<file path="src/rtl/bp_me_pkg.sv">
// Shared types for the CCE LCE-request receive path: processor configuration
// selection, BedRock message enums, the decoded CCE request type and the
// receive FSM states.
package bp_me_pkg;

  localparam int dword_width_gp = 64;

  typedef enum logic [1:0] {
    e_bp_default_cfg   = 2'd0,
    e_bp_dual_core_cfg = 2'd1
  } bp_params_e;

  typedef enum logic {
    e_cce_mode_normal   = 1'b0,
    e_cce_mode_uncached = 1'b1
  } bp_cce_mode_e;

  typedef enum logic [2:0] {
    e_bedrock_msg_size_1   = 3'd0,
    e_bedrock_msg_size_2   = 3'd1,
    e_bedrock_msg_size_4   = 3'd2,
    e_bedrock_msg_size_8   = 3'd3,
    e_bedrock_msg_size_16  = 3'd4,
    e_bedrock_msg_size_32  = 3'd5,
    e_bedrock_msg_size_64  = 3'd6,
    e_bedrock_msg_size_128 = 3'd7
  } bp_bedrock_msg_size_e;

  typedef enum logic [1:0] {
    e_bedrock_req_rd_miss = 2'd0,
    e_bedrock_req_wr_miss = 2'd1,
    e_bedrock_req_uc_rd   = 2'd2,
    e_bedrock_req_uc_wr   = 2'd3
  } bp_bedrock_lce_req_type_e;

  typedef enum logic [1:0] {
    e_req_rd_miss = 2'd0,
    e_req_wr_miss = 2'd1,
    e_req_uc_rd   = 2'd2,
    e_req_uc_wr   = 2'd3
  } bp_cce_req_type_e;

  typedef enum logic [1:0] {
    e_reset = 2'd0,
    e_ready = 2'd1,
    e_error = 2'd2
  } bp_cce_lce_req_rx_state_e;

  function automatic int cfg_num_lce(bp_params_e p);
    return (p == e_bp_dual_core_cfg) ? 2 : 4;
  endfunction

  function automatic int cfg_paddr_width(bp_params_e p);
    return (p == e_bp_dual_core_cfg) ? 40 : 40;
  endfunction

  function automatic int cfg_block_width(bp_params_e p);
    return (p == e_bp_dual_core_cfg) ? 256 : 512;
  endfunction

  function automatic int cfg_lce_assoc(bp_params_e p);
    return (p == e_bp_dual_core_cfg) ? 4 : 8;
  endfunction

  function automatic int cfg_lce_id_width(bp_params_e p);
    return (cfg_num_lce(p) > 1) ? $clog2(cfg_num_lce(p)) : 1;
  endfunction

  function automatic int cfg_lru_way_width(bp_params_e p);
    return (cfg_lce_assoc(p) > 1) ? $clog2(cfg_lce_assoc(p)) : 1;
  endfunction

  // Header layout, MSB first: msg_type, addr, size, lce_id, lru_way, non_excl
  function automatic int cfg_lce_req_header_width(bp_params_e p);
    return 2 + cfg_paddr_width(p) + 3 + cfg_lce_id_width(p) + cfg_lru_way_width(p) + 1;
  endfunction

  // BedRock size code for a block of the given width in bits (code = log2 bytes)
  function automatic bp_bedrock_msg_size_e block_msg_size(int block_width);
    return bp_bedrock_msg_size_e'(3'($clog2(block_width / 8)));
  endfunction

endpackage

</file>
<file path="src/rtl/bsg_two_fifo.sv">
// Two-entry FIFO with ready-and-valid input and valid-then-yumi output.
// No bypass: a full FIFO stays not-ready even in a cycle that dequeues.
module bsg_two_fifo
  #(parameter int width_p = 8)
  (input  logic               clk_i
  ,input  logic               reset_i
  ,output logic               ready_and_o
  ,input  logic [width_p-1:0] data_i
  ,input  logic               v_i
  ,output logic               v_o
  ,output logic [width_p-1:0] data_o
  ,input  logic               yumi_i
  );

  logic [1:0][width_p-1:0] mem_r;
  logic                    head_r, tail_r;
  logic [1:0]              count_r;
  logic                    enq, deq;

  assign ready_and_o = (count_r != 2'd2);
  assign v_o         = (count_r != 2'd0);
  assign data_o      = mem_r[head_r];
  assign enq         = v_i & ready_and_o;
  assign deq         = yumi_i & v_o;

  // Pointer and occupancy tracking
  always_ff @(posedge clk_i) begin
    if (reset_i) begin
      head_r  <= 1'b0;
      tail_r  <= 1'b0;
      count_r <= 2'd0;
    end else begin
      if (enq) tail_r <= ~tail_r;
      if (deq) head_r <= ~head_r;
      count_r <= count_r + {1'b0, enq} - {1'b0, deq};
    end
  end

  // Storage write; contents are don't-care until marked valid
  always_ff @(posedge clk_i) begin
    if (enq) mem_r[tail_r] <= data_i;
  end

endmodule

</file>
<file path="src/rtl/bp_cce_lce_req_rx.sv">
// CCE LCE-request receiver: buffers BedRock LCE requests, decodes the head,
// blocks cached requests from an LCE that already has a coherent transaction
// in flight, and drops malformed cached requests while raising a sticky error.
// Optional build macro BP_CCE_LCE_REQ_RX_STATS_EN adds per-type issue counters
// on stat_counts_o.
module bp_cce_lce_req_rx
  import bp_me_pkg::*;
  #(parameter bp_params_e bp_params_p   = e_bp_default_cfg
   ,parameter int         block_width_p = cfg_block_width(bp_params_p)
   )
  (input  logic                                                 clk_i
  ,input  logic                                                 reset_i
  ,input  bp_cce_mode_e                                         cce_mode_i
  ,input  logic [cfg_lce_req_header_width(bp_params_p)-1:0]     lce_req_header_i
  ,input  logic [cfg_block_width(bp_params_p)-1:0]              lce_req_data_i
  ,input  logic                                                 lce_req_v_i
  ,output logic                                                 lce_req_ready_and_o
  ,output logic                                                 req_v_o
  ,input  logic                                                 req_yumi_i
  ,output bp_cce_req_type_e                                     req_type_o
  ,output logic [cfg_lce_id_width(bp_params_p)-1:0]             req_lce_id_o
  ,output logic [cfg_paddr_width(bp_params_p)-1:0]              req_addr_o
  ,output bp_bedrock_msg_size_e                                 req_size_o
  ,output logic [cfg_lru_way_width(bp_params_p)-1:0]            req_lru_way_o
  ,output logic                                                 req_non_excl_o
  ,output logic [dword_width_gp-1:0]                            req_data_o
  ,input  logic                                                 pending_clear_v_i
  ,input  logic [cfg_lce_id_width(bp_params_p)-1:0]             pending_clear_lce_i
  ,output logic                                                 error_o
`ifdef BP_CCE_LCE_REQ_RX_STATS_EN
  ,output logic [3:0][31:0]                                     stat_counts_o
`endif
  );

  localparam int num_lce_lp              = cfg_num_lce(bp_params_p);
  localparam int paddr_width_lp          = cfg_paddr_width(bp_params_p);
  localparam int lce_id_width_lp         = cfg_lce_id_width(bp_params_p);
  localparam int lru_way_width_lp        = cfg_lru_way_width(bp_params_p);
  localparam int lce_req_header_width_lp = cfg_lce_req_header_width(bp_params_p);
  localparam int cce_block_width_lp      = cfg_block_width(bp_params_p);
  localparam int fifo_width_lp           = lce_req_header_width_lp + dword_width_gp;
  localparam bp_bedrock_msg_size_e block_size_lp = block_msg_size(block_width_p);

  typedef struct packed {
    bp_bedrock_lce_req_type_e          msg_type;
    logic [paddr_width_lp-1:0]         addr;
    bp_bedrock_msg_size_e              size;
    logic [lce_id_width_lp-1:0]        lce_id;
    logic [lru_way_width_lp-1:0]       lru_way;
    logic                              non_excl;
  } lce_req_header_s;

  bp_cce_lce_req_rx_state_e state_r, state_n;

  logic [fifo_width_lp-1:0]  fifo_data;
  logic                      fifo_ready, fifo_v, fifo_yumi;
  lce_req_header_s           head;
  logic [dword_width_gp-1:0] head_data;

  logic                      head_cached, head_error, clear_hits_head, blocked;
  logic                      issue, error_set, error_r;
  logic [num_lce_lp-1:0]     pending_r, pending_set, pending_clr;

  // Only the low dword of the request data travels with the message
  logic unused_data_hi;
  assign unused_data_hi = ^lce_req_data_i[cce_block_width_lp-1:dword_width_gp];

  assign lce_req_ready_and_o = fifo_ready & (state_r != e_reset);

  bsg_two_fifo
   #(.width_p(fifo_width_lp))
   req_fifo
    (.clk_i
    ,.reset_i
    ,.ready_and_o (fifo_ready)
    ,.data_i      ({lce_req_header_i, lce_req_data_i[dword_width_gp-1:0]})
    ,.v_i         (lce_req_v_i & lce_req_ready_and_o)
    ,.v_o         (fifo_v)
    ,.data_o      (fifo_data)
    ,.yumi_i      (fifo_yumi)
    );

  assign head      = lce_req_header_s'(fifo_data[fifo_width_lp-1:dword_width_gp]);
  assign head_data = fifo_data[dword_width_gp-1:0];

  // Head decode: classify, check for malformed cached requests, and apply
  // the pending block with a same-cycle bypass of the completion clear
  always_comb begin
    head_cached     = (head.msg_type == e_bedrock_req_rd_miss)
                    | (head.msg_type == e_bedrock_req_wr_miss);
    head_error      = head_cached
                    & ((head.size != block_size_lp) | (cce_mode_i == e_cce_mode_uncached));
    clear_hits_head = pending_clear_v_i & (pending_clear_lce_i == head.lce_id);
    blocked         = head_cached & pending_r[head.lce_id] & ~clear_hits_head;
    req_type_o      = e_req_rd_miss;
    unique case (head.msg_type)
      e_bedrock_req_rd_miss: req_type_o = e_req_rd_miss;
      e_bedrock_req_wr_miss: req_type_o = e_req_wr_miss;
      e_bedrock_req_uc_rd:   req_type_o = e_req_uc_rd;
      e_bedrock_req_uc_wr:   req_type_o = e_req_uc_wr;
      default:               req_type_o = e_req_rd_miss;
    endcase
  end

  assign req_lce_id_o   = head.lce_id;
  assign req_addr_o     = head.addr;
  assign req_size_o     = head.size;
  assign req_lru_way_o  = head.lru_way;
  assign req_non_excl_o = head.non_excl;
  assign req_data_o     = head_data;

  // FSM state register
  always_ff @(posedge clk_i) begin
    if (reset_i) state_r <= e_reset;
    else         state_r <= state_n;
  end

  // FSM next state, issue and drop control
  always_comb begin
    state_n   = state_r;
    req_v_o   = 1'b0;
    fifo_yumi = 1'b0;
    error_set = 1'b0;
    unique case (state_r)
      e_reset: state_n = e_ready;
      e_ready: begin
        if (fifo_v) begin
          if (head_error) begin
            state_n   = e_error;
            error_set = 1'b1;
          end else begin
            req_v_o   = ~blocked;
            fifo_yumi = ~blocked & req_yumi_i;
          end
        end
      end
      e_error: begin
        fifo_yumi = fifo_v;
        state_n   = e_ready;
      end
      default: state_n = e_reset;
    endcase
  end

  assign issue = req_v_o & req_yumi_i;

  // Pending set/clear vectors; a set for the same LCE overrides the clear
  always_comb begin
    pending_set = '0;
    pending_clr = '0;
    if (issue & head_cached)
      pending_set = num_lce_lp'(1) << head.lce_id;
    if (pending_clear_v_i)
      pending_clr = num_lce_lp'(1) << pending_clear_lce_i;
  end

  // Per-LCE coherent-transaction-in-flight bits
  always_ff @(posedge clk_i) begin
    if (reset_i) pending_r <= '0;
    else         pending_r <= pending_set | (pending_r & ~pending_clr);
  end

  // Sticky protocol error, raised as the malformed head is detected
  always_ff @(posedge clk_i) begin
    if (reset_i)        error_r <= 1'b0;
    else if (error_set) error_r <= 1'b1;
  end

  assign error_o = error_r;

`ifdef BP_CCE_LCE_REQ_RX_STATS_EN
  function automatic logic [31:0] sat_inc(logic [31:0] v);
    return (v == '1) ? v : v + 32'd1;
  endfunction

  logic [3:0][31:0] stat_r;

  // Saturating issue counters indexed by request type
  always_ff @(posedge clk_i) begin
    if (reset_i)    stat_r <= '0;
    else if (issue) stat_r[req_type_o] <= sat_inc(stat_r[req_type_o]);
  end

  assign stat_counts_o = stat_r;
`endif

endmodule

</file>
<file path="config.mk">
export PLATFORM = sky130hd
export DESIGN_NAME = bp_cce_lce_req_rx
export DESIGN_NICKNAME = d
export VERILOG_FILES = /design/src/rtl/bp_me_pkg.sv /design/src/rtl/bsg_two_fifo.sv /design/src/rtl/bp_cce_lce_req_rx.sv
export SDC_FILE = /design/constraint.sdc
export NUM_CORES = 1
export LEC_CHECK = 0
export CELL_PAD_IN_SITES_DETAIL_PLACEMENT = 0
export CELL_PAD_IN_SITES_GLOBAL_PLACEMENT = 1
export CORE_AREA = 10 10 262 264
export CTS_CLUSTER_SIZE = 28
export DETAILED_ROUTE_END_ITERATION = 6
export DIE_AREA = 0 0 272 274
export PLACE_DENSITY_LB_ADDON = 0.1
export SLEW_MARGIN = 10
export SYNTH_ARGS = -nofsm -noshare
export SYNTH_HDL_FRONTEND = slang
export SYNTH_HIERARCHICAL = 1
export SYNTH_SLANG_ARGS = --single-unit
</file>
<file path="constraint.sdc">
create_clock -name clk_i -period 9.3 [get_ports clk_i]
set_input_delay 2.325 -clock clk_i [delete_from_list [all_inputs] [get_ports clk_i]]
set_output_delay 2.325 -clock clk_i [all_outputs]
set_load 0.05 [all_outputs]
</file>
# Word-level counts from Yosys, hierarchy flattened
# Index checks and enable logic that the tools add are counted.
[word_totals]
latch_bits = 0
inputBits = 571
mem_count = 0
ramBits = 0
romBits = 0
register_bits = 241
word_cells = 75
[classes]
n_reduce_logical = 7
mul = 0
n_mux = 22
n_eq_ne = 10
bitwise_logic = 20
n_div = 0
add_sub_neg = 2
n_lt_le_gt_ge = 4
n_shift = 2
[op_table]
columns = ["cell", "n"]
rows = [
  ["$mux 115", 3],
  ["$bwmux 230", 1],
  ["$demux 115 s1", 1],
  ["$and 1x1->1", 11],
  ["$mux 1", 9],
  ["$mux 4", 2],
  ["$pmux 2 s4", 1],
  ["$shl 1x2->4 const A", 2],
  ["$eq 2x2->1 const B", 3],
  ["$ne 2x2->1 const B", 3],
  ["$and 4x4->4", 1],
  ["$eq 2x1->1 const B", 2],
  ["$logic_not 2->1", 2],
  ["$lt 1x2->1 const B", 2],
  ["$mux 2", 2],
  ["$not 1->1", 4],
  ["$not 4->4", 1],
  ["$or 4x4->4", 1],
  ["$pmux 2 s2", 1],
  ["$reduce_bool 2->1", 2],
  ["$lt 2x3->1 const B", 1],
  ["$ne 3x3->1 const B", 1],
  ["$add 2x1->2", 1],
  ["$bmux 1 s2", 1],
  ["8 further kinds", 9],
]

# Depth between registers and ports, before layout
# Gate-level depths: netlist of the first run.
[logic_depth]
word_depth = 14
mapped_depth = 13
ltp_nobuf = 11

# Cells and area by module
# Netlist of the first run, hierarchy kept.
[modules_own_cells]
columns = ["module", "instances", "area_per_inst_um2", "cells_each"]
rows = [
  ["bsg_two_fifo", 1, 8690.8, 385],
  ["bp_cce_lce_req_rx", 1, 500.5, 58],
]

# Worst setup path after synthesis of the first run
# No wires, ideal clock.
[synth_timing]
path_kind = "in2out"
from = "in pending_clear_lce_i[1]"
to = "out req_v_o"
slack_ns = 3.358
stages = 3
t_arrival_ns = 3.617
cell_sequence = "xor2_1 -> o31a_4 -> a21oi_1"
[synth_between]
elab_chain_len = 8
[synth_lines]
columns = ["item", "line", "text"]
rows = [
  ["start: declaration", "bp_cce_lce_req_rx.sv:28", ",input logic [cfg_lce_id_width(bp_params_p)-1:0] pending_clear_lce_i"],
  ["$eq 2x2->1", "bp_cce_lce_req_rx.sv:93", "clear_hits_head = pending_clear_v_i & (pending_clear_lce_i == head.lce_id);"],
  ["$and 1x1->1", "bp_cce_lce_req_rx.sv:93", ""],
  ["$not 1->1", "bp_cce_lce_req_rx.sv:94", "blocked = head_cached & pending_r[head.lce_id] & ~clear_hits_head;"],
  ["$and 1x1->1", "bp_cce_lce_req_rx.sv:94", ""],
  ["$not 1->1", "bp_cce_lce_req_rx.sv:132", "req_v_o = ~blocked;"],
  ["$mux 1", "bp_cce_lce_req_rx.sv:128", "if (head_error) begin"],
  ["$mux 1", "bp_cce_lce_req_rx.sv:127", "if (fifo_v) begin"],
  ["$mux 1", "bp_cce_lce_req_rx.sv:124", "unique case (state_r)"],
  ["end: declaration", "bp_cce_lce_req_rx.sv:18", ",output logic req_v_o"],
]
# Every way passes these cells.

# Worst setup path after layout of the first run
# Same ends and word-level chain as after synthesis.

==> summary.md, run 1 <==
| Metric | Value |
|---|---|
| Outcome | finished clean |
| WL per Instance | 19.42 um |
| Post-synthesis cell count | 443 |
| Sequential-to-total area share from yosys stat | 77.54% |
| CP max stage delay | 0.90 ns |
| Proportion of power drawn by combinational gates | 17.6% |
| Combined area of all synthesized cells | 0.009191 mm^2 |
| Clock tree from TritonCTS | done |
| Largest fanout on the critical path | 6 |
| Most used cell along the critical path | sky130_fd_sc_hd__clkdlybuf4s50_1 |
| Post-Syn Area per Cell | 20.75 um^2 |
| Power dissipated by switching net loads | 0.0008142 W |
| WS Path Type | in -> out |
| Number of synthesized flops with an enable pin | 230 |
| Startpoint Class | input pin |
| Number of buffers added for setup after CTS | 0 |
| Vias per inst | 3.204 |
| Top library cells by usage in the layout, fill and taps aside | 240 x sky130_fd_sc_hd__clkdlybuf4s50_1, 230 x sky130_fd_sc_hd__edfxtp_1, 75 x sky130_fd_sc_hd__mux2_2, 40 x sky130_fd_sc_hd__mux2_4, 35 x sky130_fd_sc_hd__clkbuf_16 |
| Clock network latency to the later pin of the worst-skew pair | 0.52 ns |
| Actual slew at the worst max-slew pin | 1.073 ns |
| Routability congestion estimate from global placement | 0.6985 |
| Type of destination of the critical path | output pin |
| Hold Crit Depth | 2 |
| Critical path depth | 5 |
| Number of max-capacitance violations reported | 0 |
| Detailed-route via count | 5,072 |
| Arrival time reported for the critical path endpoint | 4.50 ns |
| Die Ht | 274 um |
| Number of I/O pins | 689 |
| Final hold violation count | 0 |
| Initial standard-cell utilization of the core | 14.44% |
| Remaining global-route overflow | 0 |
| Worst voltage drop across the vdd grid | 0.00009413 V |
| Max Buffers Root-to-Sink | 3 |
| Total iterations of the first detailed-routing run | 4 |
| Fraction of final layout cells with drive strength greater than 1 | 23.48% |
| Remaining routing DRC violations | 0 |
| Placed inst area | 0.01259 mm^2 |
| CTS sink cnt | 241 |
| NumNets Final | 1,283 |
| Number of gates resized after cts | 0 |
| Synthesis Warnings | 6 |
| Worst path buffer plus inverter count | 2 |
| Path type of the worst min-delay path | reg -> reg |
| Count of H-tree levels built during CTS | 2 |
| Cells along the critical path | clkdlybuf4s50_1, xor2_1, o31a_4, a21oi_1, clkdlybuf4s50_1 |
| Post-Synthesis Net Count | 1,019 |
| Placement row count | 93 |
| Number of buffers added by the clock tree synthesis step | 34 |
| Post-route clock period utilization | 73.37% |
| Dominant register cell in the synthesized netlist | sky130_fd_sc_hd__edfxtp_1 |
| Hold buffer count at CTS | 0 |
| Normalized max-slew margin | 28.46% |
| Antenna violations before repair | 13 |
| Global-route wire length before repair | 43.33 mm |
| Proportion of power drawn by the clock network | 39.0% |
| Fraction of registers with async set/reset | 0% |
| Pleak | 4.369 nW |
| Slowest CP cell | sky130_fd_sc_hd__clkdlybuf4s50_1 |
| Post-Route Setup TNS | 0 ns |
| Die Footprint | 0.07453 mm^2 |
| Path depth of the worst reg2reg path | 10 |
| Cell area after layout | 0.01358 mm^2 |
| CP delay by family, top | buffers and inverters |
| Root Buffer Master | sky130_fd_sc_hd__clkbuf_16 |
| Clock transition at path regs | 0.05 ns |
| Largest net degree at the start of global routing | 66 |
| Critical path data required time | 6.98 ns |
| Number of I/O port buffers | 240 |
| Final-report max-slew violation count | 0 |
| Setup skew after layout | 0.02113 ns |
| Endpoints failing setup | 0 |
| Synth Register Bits | 241 |
| Minimum clock period after layout | 6.823 ns |
| Areal power density over the cells | 220.3 mW/mm^2 |
| Final wirelength | 30.75 mm |
| Area Overhead vs Synth | 47.79% |
| Unrepaired setup endpoints after global routing | false |
| Distinct cell type count of the synthesized netlist | 41 |
| Global-route usage over all layers | 8.167% |
| Sequential group share of total power | 43.5% |
| Detailed Route Iter0 Violations | 174 |
| Remaining antenna violation count after routing | 0 |
| Switching share of total power | 27.21% |
| Maximum clock rate | 0.1466 GHz |
| Most common library cell in the layout ignoring fill and taps | sky130_fd_sc_hd__clkdlybuf4s50_1 |
| Vias in the first global route | 5,895 |
| Int Power | 0.002179 W |
| DP HPWL | 22.06 mm |
| Final core utilization | 21.34% |
| Core footprint | 0.06365 mm^2 |
| Chip width | 272 um |
==> final timing paths <==
check	from	to	slack, ns
worst min register to register	pending_r[2]	pending_r[2]	0.47
worst max-delay path	pending_clear_lce_i[1]	req_v_o	2.48
worst min-delay path	pending_r[2]	pending_r[2]	0.47
worst max register to register	req_fifo/head_r	req_fifo/count_r[1]	5.65
==> cells by family after synthesis <==
kind of cell | after synthesis | synth area share [%]
buffers and inverters | 24 | 1.565
muxes | 117 | 16.08
and+or+nand+nor | 33 | 2.083
DFF | 241 | 77.54
AOI/OAI and AO/OA | 20 | 1.770
adders and majority gates | 5 | 0.6806
xor gates and xnor gates | 3 | 0.2859
==> state kept, by name, summed over array words and instances (netlist names) <==
name and flops:
req_fifo/mem_r 230, pending_r 4, req_fifo/count_r 2, state_r 2
error_o 1, req_fifo/head_r 1, req_fifo/tail_r 1
==> worst register-to-register path, cell delays in order, from the launching register on <==
cell,delay (ns)
sky130_fd_sc_hd__dfxtp_4,0.42
sky130_fd_sc_hd__buf_4,0.73
sky130_fd_sc_hd__mux2_2,0.54
sky130_fd_sc_hd__o21bai_1,0.45
sky130_fd_sc_hd__o32ai_1,0.28
sky130_fd_sc_hd__nor2b_1,0.26
sky130_fd_sc_hd__o21ba_2,0.16
sky130_fd_sc_hd__nor2_1,0.04
sky130_fd_sc_hd__ha_1,0.21
sky130_fd_sc_hd__nor4_1,0.35
sky130_fd_sc_hd__nor3_2,0.08
==> metal layers <==
layer  track usage [%]  share of wire (%)  vias up
met3             5.819                 14       58
met5                 0               0.34        -
met1             8.351                 36     2505
met2             13.03                 47      207
li1                  -                  -     2288
met4             2.675                2.3       14
==> power by group through the flow <==
stage | sequential, W | combinational, W | clock, W
after floorplan | 0.00133 | 0.000303 | 0
after global placement | 0.00132 | 0.000538 | 0
after detailed placement | 0.00132 | 0.000541 | 0
after CTS | 0.00130 | 0.000545 | 0.00123
after global routing | 0.00131 | 0.000561 | 0.00128
final | 0.00130 | 0.000525 | 0.00117
==> cells in the mapped netlist, types with 2 or more instances <==
library cell	instances	area (um^2)
sky130_fd_sc_hd__edfxtp_1	230	6907
sky130_fd_sc_hd__mux2_2	75	844.6
sky130_fd_sc_hd__mux2_4	40	600.6
sky130_fd_sc_hd__dfxtp_1	11	220.2
sky130_fd_sc_hd__inv_1	8	30.03
sky130_fd_sc_hd__buf_2	7	35.03
sky130_fd_sc_hd__buf_6	6	67.56
sky130_fd_sc_hd__ha_1	5	62.56
sky130_fd_sc_hd__nand2_1	5	18.77
sky130_fd_sc_hd__nand3_1	5	25.02
sky130_fd_sc_hd__nor2_1	5	18.77
sky130_fd_sc_hd__o41ai_1	4	35.03
sky130_fd_sc_hd__and3_1	3	18.77
sky130_fd_sc_hd__clkbuf_1	3	11.26
sky130_fd_sc_hd__nand3b_1	3	22.52
sky130_fd_sc_hd__nor2b_1	3	18.77
sky130_fd_sc_hd__xor2_1	3	26.28
sky130_fd_sc_hd__a21oi_1	2	10.01
sky130_fd_sc_hd__o21ai_0	2	10.01
sky130_fd_sc_hd__o31ai_1	2	15.01
==> stage by stage <==
| step | std cells | hold slack (ns) | power, W | worst slack, ns |
|---|---|---|---|---|
| 3_5_place_dp | 1526 | 0.4699 | 0.001865 | 2.482 |
| 2_1_floorplan | 443 | 0.4348 | 0.001629 | 3.358 |
| 4_1_cts | 1579 | 0.4778 | 0.003080 | 2.465 |
| 5_1_grt | 1581 | 0.5075 | 0.003146 | 2.443 |
| 6_report | 1583 | 0.4739 | 0.002993 | 2.477 |
| 3_3_place_gp | 1526 | 0.4550 | 0.001859 | 2.468 |
==> final cells by class <==
type / count / area, um^2
Antenna cell: 4 / 10.01
Clock buffer: 42 / 902.1
Clock inverter: 11 / 81.33
Fill cell: 6706 / 50070
Inverter: 8 / 32.53
Multi-Input combinational cell: 178 / 1926
Sequential cell: 241 / 7131
Tap cell: 855 / 1070
Timing Repair Buffer: 244 / 2432
(Power assumes the default switching activity.)
==> run 2, diff against run 1 <==
CORE_AREA = 10 10 257 259   (was 10 10 262 264)
DIE_AREA = 0 0 267 269   (was 0 0 272 274)
clock period = 6.63 ns   (was 9.3 ns; I/O delays follow)
==> summary.md, run 2 (same netlist as run 1, synthesis figures left out) <==
| Metric | Value |
|---|---|
| Layout Cells excl Fill | 1,516 |
| Number of max-capacitance violations reported | 0 |
| Largest net degree at the start of global routing | 99 |
| Worst path buffer plus inverter count | 2 |
| Worst voltage drop across the vdd grid | 0.0001987 V |
| Critical path data required time | 4.97 ns |
| Sequential group share of total power | 45.0% |
| Number of cells in the design after placement | 1,461 |
| Chip width | 267 um |
| Placement row count | 91 |
| Slowest CP cell | sky130_fd_sc_hd__clkdlybuf4s50_1 |
| Final-report max-slew violation count | 0 |
| Root Buffer Master | sky130_fd_sc_hd__clkbuf_16 |
| Final hold violation count | 0 |
| Outcome | finished clean |
| Post-Route Setup TNS | 0 ns |
| Int Power | 0.002944 W |
| Remaining routing DRC violations | 0 |
| Number of buffers added for setup after CTS | 0 |
| Most used cell along the critical path | sky130_fd_sc_hd__clkdlybuf4s50_1 |
| Die Footprint | 0.07182 mm^2 |
| Initial standard-cell utilization of the core | 15.06% |
| Largest fanout on the critical path | 6 |
| Hold buffer count at CTS | 0 |
| Number of I/O port buffers | 240 |
| Detailed-route via count | 5,049 |
| DP HPWL | 21.93 mm |
| Vias in the first global route | 5,631 |
| Clock network latency to the later pin of the worst-skew pair | 0.56 ns |
| Register with the highest flop count | req_fifo/mem_r |
| Maximum clock rate | 0.1808 GHz |
| WL per Instance | 20.18 um |
| Actual slew at the worst max-slew pin | 1.172 ns |
| Clock transition at path regs | 0.06 ns |
| NumNets Final | 1,279 |
| Area Overhead vs Synth | 46.12% |
| Largest register FFs | 230 |
| Number of I/O pins | 689 |
| Number of gates resized after cts | 0 |
| Area used by sequential logic in the layout | 0.007131 mm^2 |
| Setup skew after layout | 0.007845 ns |
| Remaining antenna violation count after routing | 0 |
| Clock tree from TritonCTS | done |
| CP max stage delay | 0.89 ns |
| Fraction of final layout cells with drive strength greater than 1 | 22.79% |
| Post-route clock period utilization | 83.43% |
| Switching share of total power | 27.33% |
| Final wirelength | 30.60 mm |
| Proportion of power drawn by combinational gates | 18.3% |
| Global-route wire length before repair | 42.17 mm |
| Routability congestion estimate from global placement | 0.7116 |
| Total area of multi-input combinational cells | 0.001926 mm^2 |
| Worst hold slack after final layout | 0.4796 ns |
| Core footprint | 0.06103 mm^2 |
| CTS sink cnt | 241 |
| Cell area after layout | 0.01343 mm^2 |
| Count of H-tree levels built during CTS | 1 |
| Die Ht | 269 um |
| Cells along the critical path | clkdlybuf4s50_1, xor2_1, o31a_4, a21oi_1, clkdlybuf4s50_1 |
| CP delay by family, top | buffers and inverters |
| Number of buffers added by the clock tree synthesis step | 30 |
| WS Path Type | in -> out |
| Top library cells by usage in the layout, fill and taps aside | 240 x sky130_fd_sc_hd__clkdlybuf4s50_1, 230 x sky130_fd_sc_hd__edfxtp_1, 75 x sky130_fd_sc_hd__mux2_2, 40 x sky130_fd_sc_hd__mux2_4, 31 x sky130_fd_sc_hd__clkbuf_16 |
| Proportion of power drawn by the clock network | 36.7% |
| Areal power density over the cells | 301.7 mW/mm^2 |
| Unrepaired setup endpoints after global routing | false |
| Type of destination of the critical path | output pin |
| Vias per inst | 3.330 |
| Arrival time reported for the critical path endpoint | 3.87 ns |
| Power dissipated by switching net loads | 0.001107 W |
| Path type of the worst min-delay path | reg -> reg |
| Biggest registers after layout | req_fifo/mem_r x230, pending_r x4 |
| Normalized max-slew margin | 21.87% |
| Total iterations of the first detailed-routing run | 4 |
| Minimum clock period after layout | 5.531 ns |
| Global-route usage over all layers | 8.247% |
| Endpoints failing setup | 0 |
| Remaining global-route overflow | 0 |
| Most common library cell in the layout ignoring fill and taps | sky130_fd_sc_hd__clkdlybuf4s50_1 |
| Startpoint Class | input pin |
| Placed inst area | 0.01253 mm^2 |
| Antenna violations before repair | 17 |
| Number of fill cells in the layout | 6,411 |
| Pleak | 4.326 nW |
| Max Buffers Root-to-Sink | 3 |
| Detailed Route Iter0 Violations | 174 |
-- run 2: path summary, 6_finish.rpt --
check,startpoint,cells past startpoint,slack (ns),end
setup / recovery,pending_clear_lce_i[1],5,1.10,req_v_o
hold / removal,pending_r[2],2,0.48,pending_r[2]
setup reg to reg,req_fifo/head_r,10,3.06,req_fifo/count_r[1]
hold reg to reg,pending_r[2],2,0.48,pending_r[2]
-- run 2: through the flow --
step / util (%) / setup slack, ns / total power, W
floorplan: - / 1.533 / 0.002285
global route: 22.00 / 1.005 / 0.004246
global placement: 20.54 / 1.060 / 0.002611
detailed placement: 20.54 / 1.051 / 0.002616
finish: 22.01 / 1.099 / 0.004052
CTS: 22.00 / 1.035 / 0.004159
-- run 2: power groups by stage --
stage / Combinational [W] / Clock (W) / Sequential (W)
finish: 0.000741 / 0.00149 / 0.00182
CTS: 0.000766 / 0.00157 / 0.00183
global route: 0.000790 / 0.00162 / 0.00183
floorplan: 0.000425 / 0 / 0.00186
detailed placement: 0.000760 / 0 / 0.00186
global placement: 0.000759 / 0 / 0.00185
-- run 2: area by class of cell --
class	instances	share of cell area [%]
Sequential cell	241	53.09
Timing Repair Buffer	244	18.30
Multi-Input combinational cell	178	14.34
Tap cell	790	7.360
Clock buffer	46	6.419
Inverter	8	0.2422
Clock inverter	7	0.2143
Antenna cell	2	0.03726
-- run 2: routing by layer --
metal  track usage (%)  vias up  share of wire [%]
met5                 0        -               0.52
met3             7.695       71                 18
met1             8.068     2479                 36
li1                  -     2285                  -
met2             12.41      188                 43
met4             2.272       26                2.1
-- run 2: worst register-to-register path, delay by kind of cell, from the launching register on --
family                   cells  cell delay, ns
flip-flops                   1            0.59
multiplexers                 1            0.52
adder cells (fa/ha/maj)      1            0.22
AND/OR/NAND/NOR              4            0.75
buffers and inverters        1            0.50
AO/OA/AOI/OAI                3            0.88
==> run 3, diff against run 2 <==
CORE_AREA = 10 10 259 261   (was 10 10 257 259)
DIE_AREA = 0 0 269 271   (was 0 0 267 269)
clock period = 4.8 ns   (was 6.63 ns; I/O delays follow)
==> summary.md, run 3 (same netlist as run 1, synthesis figures left out) <==
| Metric | Value |
|---|---|
| Number of buffers added by the clock tree synthesis step | 30 |
| Largest fanout on the critical path | 6 |
| Area Overhead vs Synth | 47.78% |
| Maximum clock rate | 0.2504 GHz |
| CP delay by family, top | buffers and inverters |
| Actual slew at the worst max-slew pin | 0.8544 ns |
| Max Buffers Root-to-Sink | 3 |
| Type of destination of the critical path | output pin |
| Endpoints failing setup | 0 |
| Number of I/O pins | 689 |
| Vias per inst | 3.184 |
| Switching share of total power | 27.56% |
| Cells along the critical path | clkdlybuf4s50_1, xor2_1, o31a_4, a21oi_1, buf_12 |
| Placed inst area | 0.01265 mm^2 |
| Vias in the first global route | 5,727 |
| Detailed-route via count | 4,996 |
| Register-to-register setup slack | 1.62 ns |
| DP HPWL | 22.14 mm |
| Largest net degree at the start of global routing | 60 |
| Power dissipated by switching net loads | 0.001561 W |
| Clock tree from TritonCTS | done |
| Worst R2R Start | req_fifo/head_r |
| Core footprint | 0.06160 mm^2 |
| Total iterations of the first detailed-routing run | 4 |
| Number of gates resized after cts | 0 |
| Initial standard-cell utilization of the core | 14.92% |
| Root Buffer Master | sky130_fd_sc_hd__clkbuf_16 |
| Pleak | 4.368 nW |
| Global-route wire length before repair | 42.61 mm |
| Setup skew after layout | 0.02849 ns |
| WL per Instance | 19.30 um |
| Final hold violation count | 0 |
| CP max stage delay | 0.54 ns |
| Hold Crit Depth | 1 |
| Global-route usage over all layers | 8.114% |
| CTS sink cnt | 241 |
| Remaining antenna violation count after routing | 0 |
| WS Path Type | in -> out |
| Number of max-capacitance violations reported | 0 |
| Remaining routing DRC violations | 0 |
| NumNets Final | 1,282 |
| Cell area after layout | 0.01358 mm^2 |
| Launch instance of the worst min-delay path | error_o |
| Path depth of the worst reg2reg path | 10 |
| Reg2Reg Capture Point | req_fifo/count_r[1] |
| Die Footprint | 0.07290 mm^2 |
| Post-Route Setup TNS | 0 ns |
| Post-route clock period utilization | 83.22% |
| Top library cells by usage in the layout, fill and taps aside | 239 x sky130_fd_sc_hd__clkdlybuf4s50_1, 230 x sky130_fd_sc_hd__edfxtp_1, 75 x sky130_fd_sc_hd__mux2_2, 40 x sky130_fd_sc_hd__mux2_4, 30 x sky130_fd_sc_hd__clkbuf_16 |
| Proportion of power drawn by combinational gates | 18.1% |
| Biggest registers after layout | req_fifo/mem_r x230, pending_r x4 |
| Final-report max-slew violation count | 0 |
| Fraction of final layout cells with drive strength greater than 1 | 23.73% |
| Arrival time reported for the critical path endpoint | 2.79 ns |
| Sequential group share of total power | 44.4% |
| Proportion of power drawn by the clock network | 37.5% |
| Hold buffer count at CTS | 0 |
| Normalized max-slew margin | 43.04% |
| Largest register FFs | 230 |
| Destination of the worst hold path | error_o |
| Clock transition at path regs | 0.06 ns |
| Register with the highest flop count | req_fifo/mem_r |
| Outcome | finished clean |
| Final wirelength | 30.29 mm |
| Worst path buffer plus inverter count | 2 |
| Count of H-tree levels built during CTS | 1 |
| Path type of the worst min-delay path | reg -> reg |
| Number of I/O port buffers | 240 |
| Int Power | 0.004104 W |
| Chip width | 269 um |
| Worst voltage drop across the vdd grid | 0.0002531 V |
| Antenna violations before repair | 8 |
| Unrepaired setup endpoints after global routing | false |
| Detailed Route Iter0 Violations | 187 |
| Areal power density over the cells | 417.1 mW/mm^2 |
| Minimum clock period after layout | 3.994 ns |
| Most common library cell in the layout ignoring fill and taps | sky130_fd_sc_hd__clkdlybuf4s50_1 |
| Placement row count | 91 |
| Critical path data required time | 3.60 ns |
| Number of buffers added for setup after CTS | 0 |
| Slowest CP cell | sky130_fd_sc_hd__clkdlybuf4s50_1 |
| Die Ht | 271 um |
| Startpoint Class | input pin |
| Clock network latency to the later pin of the worst-skew pair | 0.57 ns |
| Routability congestion estimate from global placement | 0.6847 |
| Remaining global-route overflow | 0 |
[run 3: cell types whose count changed in the layout (fill, tap and decap cells not counted), sizes merged]
cell | before | now
buf | 4 | 8
clkinvlp | 0 | 1
bufinv | 0 | 2
clkinv | 7 | 14
clkdlybuf4s50 | 240 | 239
clkbuf | 46 | 38
diode | 2 | 3
[run 3: final cells by class]
cell class	instances	area, um^2
Clock inverter	17	143.9
Multi-Input combinational cell	178	1926
Fill cell	6421	48010
Tap cell	837	1047
Antenna cell	3	7.507
Clock buffer	38	780.7
Inverter	8	32.53
Sequential cell	241	7131
Timing Repair Buffer	247	2515
[run 3: power groups by stage]
stage	logic [W]	registers, W	clock network [W]
after CTS	0.00106	0.00252	0.00224
after detailed placement	0.00105	0.00256	0
after global placement	0.00104	0.00256	0
after floorplan	0.000587	0.00257	0
final	0.00102	0.00252	0.00213
after global routing	0.00108	0.00253	0.00232
[run 3: per-stage QoR]
stage / std cells / total power, W / setup WS, ns / utilization (%) / hold WS [ns]
after global routing: 1566 / 0.005940 / 0.7239 / 22.04 / 0.5229
after floorplan: 443 / 0.003155 / 0.2961 / - / 0.4348
after detailed placement: 1511 / 0.003611 / 0.6943 / 20.54 / 0.4744
after global placement: 1511 / 0.003600 / 0.6923 / 20.54 / 0.4493
final: 1569 / 0.005665 / 0.8056 / 22.05 / 0.4867
after CTS: 1566 / 0.005813 / 0.7552 / 22.04 / 0.4843
[run 3: metal layers]
layer  GRT usage, %  wire length, um  vias to the layer above
li1               -                -                     2290
met1          8.447            11000                     2458
met2          13.77            14980                      184
met3          4.518             3446                       54
met4          2.292              797                       10
met5              0               64                        -
[run 3: worst max path at each step]
| stage | end | startpoint | cells after the start |
|---|---|---|---|
| 2_1_floorplan | req_fifo/mem_r[0] | state_r[0] | 6 |
| 3_3_place_gp | req_fifo/count_r[1] | pending_clear_lce_i[1] | 10 |
| 3_5_place_dp | req_fifo/count_r[1] | pending_clear_lce_i[1] | 10 |
| 4_1_cts | req_v_o | pending_clear_lce_i[1] | 5 |
| 5_1_grt | req_v_o | pending_clear_lce_i[1] | 5 |
| 6_report | req_v_o | pending_clear_lce_i[1] | 5 |
[run 3: worst register-to-register path, stage by stage (launching register included)]
cell and delay (ns):
sky130_fd_sc_hd__dfxtp_4 0.50, sky130_fd_sc_hd__mux2_4 0.38, sky130_fd_sc_hd__mux4_2 0.45, sky130_fd_sc_hd__o31a_4 0.15, sky130_fd_sc_hd__o32ai_1 0.63, sky130_fd_sc_hd__nand3_1 0.13
sky130_fd_sc_hd__o21ai_0 0.12, sky130_fd_sc_hd__nor2_1 0.07, sky130_fd_sc_hd__ha_1 0.22, sky130_fd_sc_hd__nor4_1 0.35, sky130_fd_sc_hd__nor3_2 0.08
